==> src/rtl/locked_reg_pkg.sv <==
// Shared types and default sizing for the locked register bank.
//   dbg_state_t  : debug FSM state (DBG_OFF / DBG_ON)
//   DEF_*        : default parameter values used by the interface and modules
package locked_reg_pkg;

  localparam int unsigned DEF_DATA_W   = 16;
  localparam int unsigned DEF_NUM_REGS = 8;
  localparam int unsigned DEF_VCNT_W   = 8;

  typedef enum logic {
    DBG_OFF = 1'b0,
    DBG_ON  = 1'b1
  } dbg_state_t;

endpackage

==> src/rtl/locked_register_bank_if.sv <==
// Bus bundle for the locked register bank.
//   master : agent side (drives write/read/lock/debug/clear requests)
//   slave  : bank side (returns read data, lock status, debug and violation state)
interface locked_register_bank_if
  import locked_reg_pkg::*;
#(
  parameter int unsigned DATA_W   = DEF_DATA_W,
  parameter int unsigned NUM_REGS = DEF_NUM_REGS,
  parameter int unsigned ADDR_W   = $clog2(NUM_REGS),
  parameter int unsigned VCNT_W   = DEF_VCNT_W
);

  logic                wr_en;
  logic [ADDR_W-1:0]   wr_addr;
  logic [DATA_W-1:0]   wr_data;
  logic                rd_en;
  logic [ADDR_W-1:0]   rd_addr;
  logic [DATA_W-1:0]   rd_data;
  logic                rd_valid;
  logic                lock_en;
  logic [NUM_REGS-1:0] lock_mask;
  logic [NUM_REGS-1:0] lock_status;
  logic                trusted;
  logic                debug_mode;
  logic                dbg_active;
  logic                viol_clr;
  logic                viol_pulse;
  logic                viol_sticky;
  logic [VCNT_W-1:0]   viol_count;

  modport master (
    output wr_en, wr_addr, wr_data, rd_en, rd_addr, lock_en, lock_mask,
           trusted, debug_mode, viol_clr,
    input  rd_data, rd_valid, lock_status, dbg_active, viol_pulse, viol_sticky, viol_count
  );

  modport slave (
    input  wr_en, wr_addr, wr_data, rd_en, rd_addr, lock_en, lock_mask,
           trusted, debug_mode, viol_clr,
    output rd_data, rd_valid, lock_status, dbg_active, viol_pulse, viol_sticky, viol_count
  );

endinterface

==> src/rtl/lock_viol_counter.sv <==
// Saturating violation counter with sticky flag and trusted-only clear.
//   Clk, resetn : clock, asynchronous active-low reset
//   viol        : one violation this cycle
//   clr         : clear request, honoured only with trusted high
//   trusted     : trusted-agent qualifier
//   count       : saturating violation count
//   sticky      : set on any violation, cleared by trusted clear
module lock_viol_counter
  import locked_reg_pkg::*;
#(
  parameter int unsigned VCNT_W = DEF_VCNT_W
) (
  input  logic              Clk,
  input  logic              resetn,
  input  logic              viol,
  input  logic              clr,
  input  logic              trusted,
  output logic [VCNT_W-1:0] count,
  output logic              sticky
);

  logic [VCNT_W-1:0] count_q, count_d;
  logic              sticky_q, sticky_d;
  logic              clr_ok;

  assign clr_ok = clr & trusted;

  always_comb begin
    count_d  = count_q;
    sticky_d = sticky_q;
    if (clr_ok) begin
      // A violation in the clearing cycle survives as the first new count.
      count_d  = VCNT_W'(viol);
      sticky_d = viol;
    end else if (viol) begin
      if (!(&count_q)) count_d = count_q + VCNT_W'(1);
      sticky_d = 1'b1;
    end
  end

  always_ff @(posedge Clk or negedge resetn) begin
    if (!resetn) begin
      count_q  <= '0;
      sticky_q <= 1'b0;
    end else begin
      count_q  <= count_d;
      sticky_q <= sticky_d;
    end
  end

  assign count  = count_q;
  assign sticky = sticky_q;

endmodule

==> src/rtl/locked_register_bank.sv <==
// Register bank with sticky per-register write locks, a trusted debug override
// and violation tracking for rejected writes.
//   Clk, resetn : clock, asynchronous active-low reset
//   bus (slave) : write/read ports, lock request/status, debug request/status,
//                 violation pulse/sticky/count and trusted clear
module locked_register_bank
  import locked_reg_pkg::*;
#(
  parameter int unsigned       DATA_W    = DEF_DATA_W,
  parameter int unsigned       NUM_REGS  = DEF_NUM_REGS,
  parameter int unsigned       ADDR_W    = $clog2(NUM_REGS),
  parameter logic [DATA_W-1:0] RESET_VAL = '0,
  parameter int unsigned       VCNT_W    = DEF_VCNT_W
) (
  input logic                   Clk,
  input logic                   resetn,
  locked_register_bank_if.slave bus
);

  dbg_state_t          state_q, state_d;
  logic                dbg_on;
  logic [DATA_W-1:0]   regs_q [NUM_REGS];
  logic [NUM_REGS-1:0] lock_q;
  logic [DATA_W-1:0]   rd_data_q;
  logic                rd_valid_q;
  logic                viol_pulse_q;
  logic [31:0]         wr_addr_ext, rd_addr_ext;
  logic                wr_in_range, rd_in_range, wr_locked, wr_accept, wr_viol;

  // Addresses widened so the range test also works when NUM_REGS is not a power of two.
  assign wr_addr_ext = 32'(bus.wr_addr);
  assign rd_addr_ext = 32'(bus.rd_addr);
  assign wr_in_range = wr_addr_ext < NUM_REGS;
  assign rd_in_range = rd_addr_ext < NUM_REGS;

  // Debug FSM: state register.
  always_ff @(posedge Clk or negedge resetn) begin
    if (!resetn) state_q <= DBG_OFF;
    else         state_q <= state_d;
  end

  // Debug FSM: next state.
  always_comb begin
    state_d = state_q;
    case (state_q)
      DBG_OFF: if (bus.debug_mode && bus.trusted)   state_d = DBG_ON;
      DBG_ON:  if (!bus.debug_mode || !bus.trusted) state_d = DBG_OFF;
      default: state_d = DBG_OFF;
    endcase
  end

  // Debug FSM: outputs. Writes are judged against the current state, so debug
  // entry only takes effect one cycle after debug_mode & trusted rise.
  always_comb begin
    dbg_on = (state_q == DBG_ON);
  end

  assign wr_locked = wr_in_range && lock_q[bus.wr_addr];
  assign wr_accept = bus.wr_en && wr_in_range && (!wr_locked || dbg_on);
  assign wr_viol   = bus.wr_en && !wr_accept;

  always_ff @(posedge Clk or negedge resetn) begin
    if (!resetn) begin
      for (int unsigned i = 0; i < NUM_REGS; i++) regs_q[i] <= RESET_VAL;
    end else if (wr_accept) begin
      regs_q[bus.wr_addr] <= bus.wr_data;
    end
  end

  // Locks only ever accumulate; a same-cycle write still sees the old lock.
  always_ff @(posedge Clk or negedge resetn) begin
    if (!resetn) lock_q <= '0;
    else         lock_q <= lock_q | ({NUM_REGS{bus.lock_en}} & bus.lock_mask);
  end

  // Read samples regs_q before any same-edge write lands, returning the old value.
  always_ff @(posedge Clk or negedge resetn) begin
    if (!resetn) begin
      rd_valid_q <= 1'b0;
      rd_data_q  <= '0;
    end else begin
      rd_valid_q <= bus.rd_en;
      if (bus.rd_en) rd_data_q <= rd_in_range ? regs_q[bus.rd_addr] : '0;
    end
  end

  always_ff @(posedge Clk or negedge resetn) begin
    if (!resetn) viol_pulse_q <= 1'b0;
    else         viol_pulse_q <= wr_viol;
  end

  lock_viol_counter #(
    .VCNT_W (VCNT_W)
  ) u_viol_counter (
    .Clk     (Clk),
    .resetn  (resetn),
    .viol    (wr_viol),
    .clr     (bus.viol_clr),
    .trusted (bus.trusted),
    .count   (bus.viol_count),
    .sticky  (bus.viol_sticky)
  );

  assign bus.rd_data     = rd_data_q;
  assign bus.rd_valid    = rd_valid_q;
  assign bus.lock_status = lock_q;
  assign bus.dbg_active  = dbg_on;
  assign bus.viol_pulse  = viol_pulse_q;

endmodule

==> src/flat_wrapper.sv <==
// flat-port wrapper written by rule: the top's interface ports become plain ports
module locked_register_bank_flat import locked_reg_pkg::*;
#(
  parameter int unsigned       DATA_W    = DEF_DATA_W,
  parameter int unsigned       NUM_REGS  = DEF_NUM_REGS,
  parameter int unsigned       ADDR_W    = $clog2(NUM_REGS),
  parameter logic [DATA_W-1:0] RESET_VAL = '0,
  parameter int unsigned       VCNT_W    = DEF_VCNT_W
)
  (Clk, resetn, bus_wr_en, bus_wr_addr, bus_wr_data, bus_rd_en, bus_rd_addr, bus_lock_en, bus_lock_mask, bus_trusted, bus_debug_mode, bus_viol_clr, bus_rd_data, bus_rd_valid, bus_lock_status, bus_dbg_active, bus_viol_pulse, bus_viol_sticky, bus_viol_count);
  locked_register_bank_if #(.DATA_W(DATA_W), .NUM_REGS(NUM_REGS), .ADDR_W(ADDR_W), .VCNT_W(VCNT_W)) bus_i ();
  input logic Clk;
  input logic resetn;
  input wire logic [$bits(bus_i.wr_en)-1:0] bus_wr_en;
  input wire logic [$bits(bus_i.wr_addr)-1:0] bus_wr_addr;
  input wire logic [$bits(bus_i.wr_data)-1:0] bus_wr_data;
  input wire logic [$bits(bus_i.rd_en)-1:0] bus_rd_en;
  input wire logic [$bits(bus_i.rd_addr)-1:0] bus_rd_addr;
  input wire logic [$bits(bus_i.lock_en)-1:0] bus_lock_en;
  input wire logic [$bits(bus_i.lock_mask)-1:0] bus_lock_mask;
  input wire logic [$bits(bus_i.trusted)-1:0] bus_trusted;
  input wire logic [$bits(bus_i.debug_mode)-1:0] bus_debug_mode;
  input wire logic [$bits(bus_i.viol_clr)-1:0] bus_viol_clr;
  output wire logic [$bits(bus_i.rd_data)-1:0] bus_rd_data;
  output wire logic [$bits(bus_i.rd_valid)-1:0] bus_rd_valid;
  output wire logic [$bits(bus_i.lock_status)-1:0] bus_lock_status;
  output wire logic [$bits(bus_i.dbg_active)-1:0] bus_dbg_active;
  output wire logic [$bits(bus_i.viol_pulse)-1:0] bus_viol_pulse;
  output wire logic [$bits(bus_i.viol_sticky)-1:0] bus_viol_sticky;
  output wire logic [$bits(bus_i.viol_count)-1:0] bus_viol_count;
  assign bus_i.wr_en = bus_wr_en;
  assign bus_i.wr_addr = bus_wr_addr;
  assign bus_i.wr_data = bus_wr_data;
  assign bus_i.rd_en = bus_rd_en;
  assign bus_i.rd_addr = bus_rd_addr;
  assign bus_i.lock_en = bus_lock_en;
  assign bus_i.lock_mask = bus_lock_mask;
  assign bus_i.trusted = bus_trusted;
  assign bus_i.debug_mode = bus_debug_mode;
  assign bus_i.viol_clr = bus_viol_clr;
  assign bus_rd_data = bus_i.rd_data;
  assign bus_rd_valid = bus_i.rd_valid;
  assign bus_lock_status = bus_i.lock_status;
  assign bus_dbg_active = bus_i.dbg_active;
  assign bus_viol_pulse = bus_i.viol_pulse;
  assign bus_viol_sticky = bus_i.viol_sticky;
  assign bus_viol_count = bus_i.viol_count;
  locked_register_bank #(.DATA_W(DATA_W), .NUM_REGS(NUM_REGS), .ADDR_W(ADDR_W), .RESET_VAL(RESET_VAL), .VCNT_W(VCNT_W)) u_core (.Clk(Clk), .resetn(resetn), .bus(bus_i));
endmodule
==> config.mk <==
export PLATFORM = sky130hd
export DESIGN_NAME = locked_register_bank_flat
export DESIGN_NICKNAME = d
export VERILOG_FILES = /design/src/rtl/locked_reg_pkg.sv /design/src/rtl/locked_register_bank_if.sv /design/src/rtl/lock_viol_counter.sv /design/src/rtl/locked_register_bank.sv /design/src/flat_wrapper.sv
export SDC_FILE = /design/constraint.sdc
export NUM_CORES = 1
export LEC_CHECK = 0
export CAP_MARGIN = 15
export CORE_AREA = 2 2 123 125
export DETAILED_ROUTE_END_ITERATION = 12
export DIE_AREA = 0 0 125 127
export PLACE_DENSITY_LB_ADDON = 0.05
export RECOVER_POWER = 100
export SYNTH_ARGS = -nofsm -noshare
export SYNTH_HDL_FRONTEND = slang
export SYNTH_SLANG_ARGS = --single-unit
==> constraint.sdc <==
create_clock -name Clk -period 1.8 [get_ports Clk]
set_input_delay 0.54 -clock Clk [delete_from_list [all_inputs] [get_ports Clk]]
set_output_delay 0.54 -clock Clk [all_outputs]
set_load 0.02 [all_outputs]
==> flow_metrics.py <==
metrics = {
    "status": {
        "status": "finished, violations left",
        "violations": "setup timing",
    },
    "global_route": {
        "grt_overflow_total": 0,
        "grt_first_pass_wirelength_um": 27500,
        "antenna_found_initial": 0,
        "grt_start_max_net_pins": 46,
        "grt.total_usage_pct": 22.7,
        "grt_pass1_vias": 4982,
    },
    "yosys": {
        "syn_nets": 519,
        "syn_inst": 480,
        "synth_edf_count": 0,
        "synth-main-ff-cell": "dfrtp_1",
        "synth.avg_cell_area_sq_um": 15.2,
        "async_flop_share_pct": 100,
        "yosysTopAreaCellShare_pct": 56.2,
        "yosysSeqAreaShare_pct": 56.2,
        "synth-seq-cells": 164,
        "yosys.area.top_type": "dfrtp_1",
        "syn_area_sq_um": 7300,
        "synth_area_leaders": "dfrtp_1 56%, mux2_2 18%, mux4_2 9.9%, mux2i_1 2.5%, mux2_4 2.3%",
        "yosysWarnings": 0,
        "synth_cell_types": 43,
    },
    "power": {
        "p_leak_nw": 4.11,
        "power_frac_seq_pct": 47.7,
        "internal_power_w": 0.00780,
        "p_total_w": 0.0105,
        "p_sw_w": 0.00271,
        "pwr-share-clk_pct": 31.6,
        "p_per_area_nw_per_um2": 1130,
        "ir_drop_uv": 672,
        "power_switching_share_pct": 25.8,
        "combPwrFrac_pct": 20.7,
    },
    "sta": {
        "max_slew_margin_pct": 20.6,
        "clock.fmax_mhz": 513,
        "skew_ns": 0.00980,
        "rsz0062_at_grt": "true",
        "tns_ns": -4.85,
        "setup_viol": 81,
        "period_needed_ns": 1.95,
        "setup_ws_ns": -0.148,
        "fin_crit_sh_pct": 108,
        "worst_slew_pin_slew_ns": 1.19,
        "hold_viol": 0,
        "maxSlewViolCount": 0,
    },
    "worst_hold_path": {
        "hold_path.class": "input port to asynchronous set/reset pin",
    },
    "drt": {
        "first_iter_violations": 205,
        "drc": 0,
        "viasPerCell": 5.66,
        "wl_um": 16500,
        "first_pass_iters": 4,
        "routedWlPerCell_um": 20.4,
        "ant_nets": 0,
        "vias": 4588,
    },
    "clock_network": {
        "htreeDepth": 4,
        "cts_made_buffers": 17,
        "clk_latency_ns": 0.43,
        "cts_sinks": 164,
        "root_buffer": "clkbuf_16",
        "cts_tree": "yes",
        "clk_pin_slew_ns": 0.06,
        "clock_path_buffers": 2,
    },
    "critical_path": {
        "worstSetupStartpointType": "flip-flop",
        "cp-end-kind": "flip-flop",
        "cp_max_fo": 7,
        "path_class": "flip-flop to flip-flop",
        "cp_slowest_cell": "dfrtp_1",
        "max_stage_delay_ns": 0.39,
        "crit_chain": "mux2_4 -> a32o_2 -> nor2_8 -> o2111ai_4 -> buf_4 -> buf_6 -> mux2_4",
        "required_ns": 2.11,
        "timing.critical_path.mode_cell": "mux2_4",
        "cp_data_arrival_time_ns": 2.26,
    },
    "die": {
        "ioPinCount": 74,
        "num_rows": 44,
        "dieArea_sq_um": 15900,
        "core_sq_um": 14400,
        "initial_core_util_pct": 50.6,
        "fp.dieW_um": 125,
        "die_h_um": 127,
    },
    "job": {
        "maxCapViolCount": 0,
    },
    "layout": {
        "finalInstanceArea_sq_um": 9340,
        "drive_above_1_share_pct": 46.3,
        "nFillCells": 1102,
        "seq_area_sq_um": 4100,
        "layout_commonest_cell": "dfrtp_1",
        "area_delta_synth_final_pct": 28.0,
        "nNetsFinal": 652,
        "diodes": 0,
        "final_cell_mix": "164 x dfrtp_1, 117 x mux2_2, 39 x buf_4",
        "multiInputGateArea_sq_um": 3160,
        "utilization_pct": 64.8,
    },
    "placed_design": {
        "place_congestion": 0.865,
        "io_buffers": 73,
        "place_area_sq_um": 8780,
        "dp_hpwl_um": 10700,
    },
}
## cell families (layout without fill, tap and decap cells)
kind of cell,after synthesis,count (layout),share of synthesized area (%)
and+or+nand+nor,53,53,3.77
adders and majority gates,1,1,0.171
DFF,164,164,56.2
AOI/OAI and AO/OA,51,51,4.82
muxes,180,180,33.0
buffers and inverters,31,177,2.06
## area by class of cell
type | instances | area share (%)
sequential | 164 | 43.9
multi-input combinational | 285 | 33.8
timing repair buffer | 141 | 13.9
clock buffer | 25 | 5.30
tap | 184 | 2.46
clock inverter | 7 | 0.496
inverter | 4 | 0.161
## registers in the layout, indices dropped and copies added, names as in the netlist
register,flops
u_core.bus.viol_pulse,1
u_core.bus.lock_status,8
u_core.regs_q,128
u_core.bus.dbg_active,1
u_core.bus.rd_data,16
u_core.u_viol_counter.sticky,1
u_core.u_viol_counter.count,8
u_core.bus.rd_valid,1
## power by group through the flow
stage | sequential [W] | combinational, W | clock, W
2_1_floorplan | 0.00506 | 0.00139 | 0
3_3_place_gp | 0.00501 | 0.00220 | 0
3_5_place_dp | 0.00507 | 0.00226 | 0
4_1_cts | 0.00500 | 0.00223 | 0.00338
5_1_grt | 0.00512 | 0.00237 | 0.00356
6_report | 0.00502 | 0.00218 | 0.00332
## what timing repair did
item,in CTS,in global routing
gates cloned,3,0
gates resized for setup,90,28
hold buffers,0,0
pin swaps,7,6
setup buffers,8,4
setup endpoints to repair,173,140
## per-stage QoR
step,worst slack [ns],hold slack (ns),instances
2_1_floorplan,-0.400,0.244,480
3_3_place_gp,-0.879,0.459,767
3_5_place_dp,-0.918,0.473,767
4_1_cts,-0.146,0.0733,808
5_1_grt,-0.203,0.437,810
6_report,-0.148,0.347,810
## cells in the mapped netlist, types with 2 or more instances
master,count
a21oi_1,22
buf_4,4
mux4_2,32
nor2_1,20
a21o_1,9
o21ai_2,3
o21ai_0,4
mux2_4,11
dfrtp_1,164
mux2_2,119
or4_1,3
nand2b_1,4
o31ai_1,2
or3_1,2
nand4_1,2
inv_1,4
nand3_1,5
clkbuf_1,12
buf_2,9
nand2_1,9
mux2i_1,18
## critical path: cells and delay by family, from the launching register on
kind,cells,cell delay (ns)
buf+inv,2,0.31
compound gates,2,0.43
flops,1,0.39
mux,2,0.56
simple gates,1,0.14
## metal layers
layer	GRT usage, %	share of wire [%]	routed length [um]
met1	31.2	46	7620
met2	36.7	49	8100
met3	5.23	3.6	594
met4	6.27	1.4	229
met5	0	0	0
## worst paths after layout
kind,endpoint,startpoint,slack (ns),cells past startpoint
setup / recovery,u_core.regs_q[92],u_core.bus.lock_status[6],-0.15,7
hold / removal,u_core.bus.rd_data[1],resetn,0.35,1
setup reg to reg,u_core.regs_q[92],u_core.bus.lock_status[6],-0.15,7
hold reg to reg,u_core.u_viol_counter.sticky,u_core.u_viol_counter.sticky,0.48,1
max in group asynchronous,u_core.regs_q[86],resetn,0.26,2
min in group Clk,u_core.u_viol_counter.sticky,u_core.u_viol_counter.sticky,0.48,1
No activity file was read; power rests on OpenSTA's default activity.
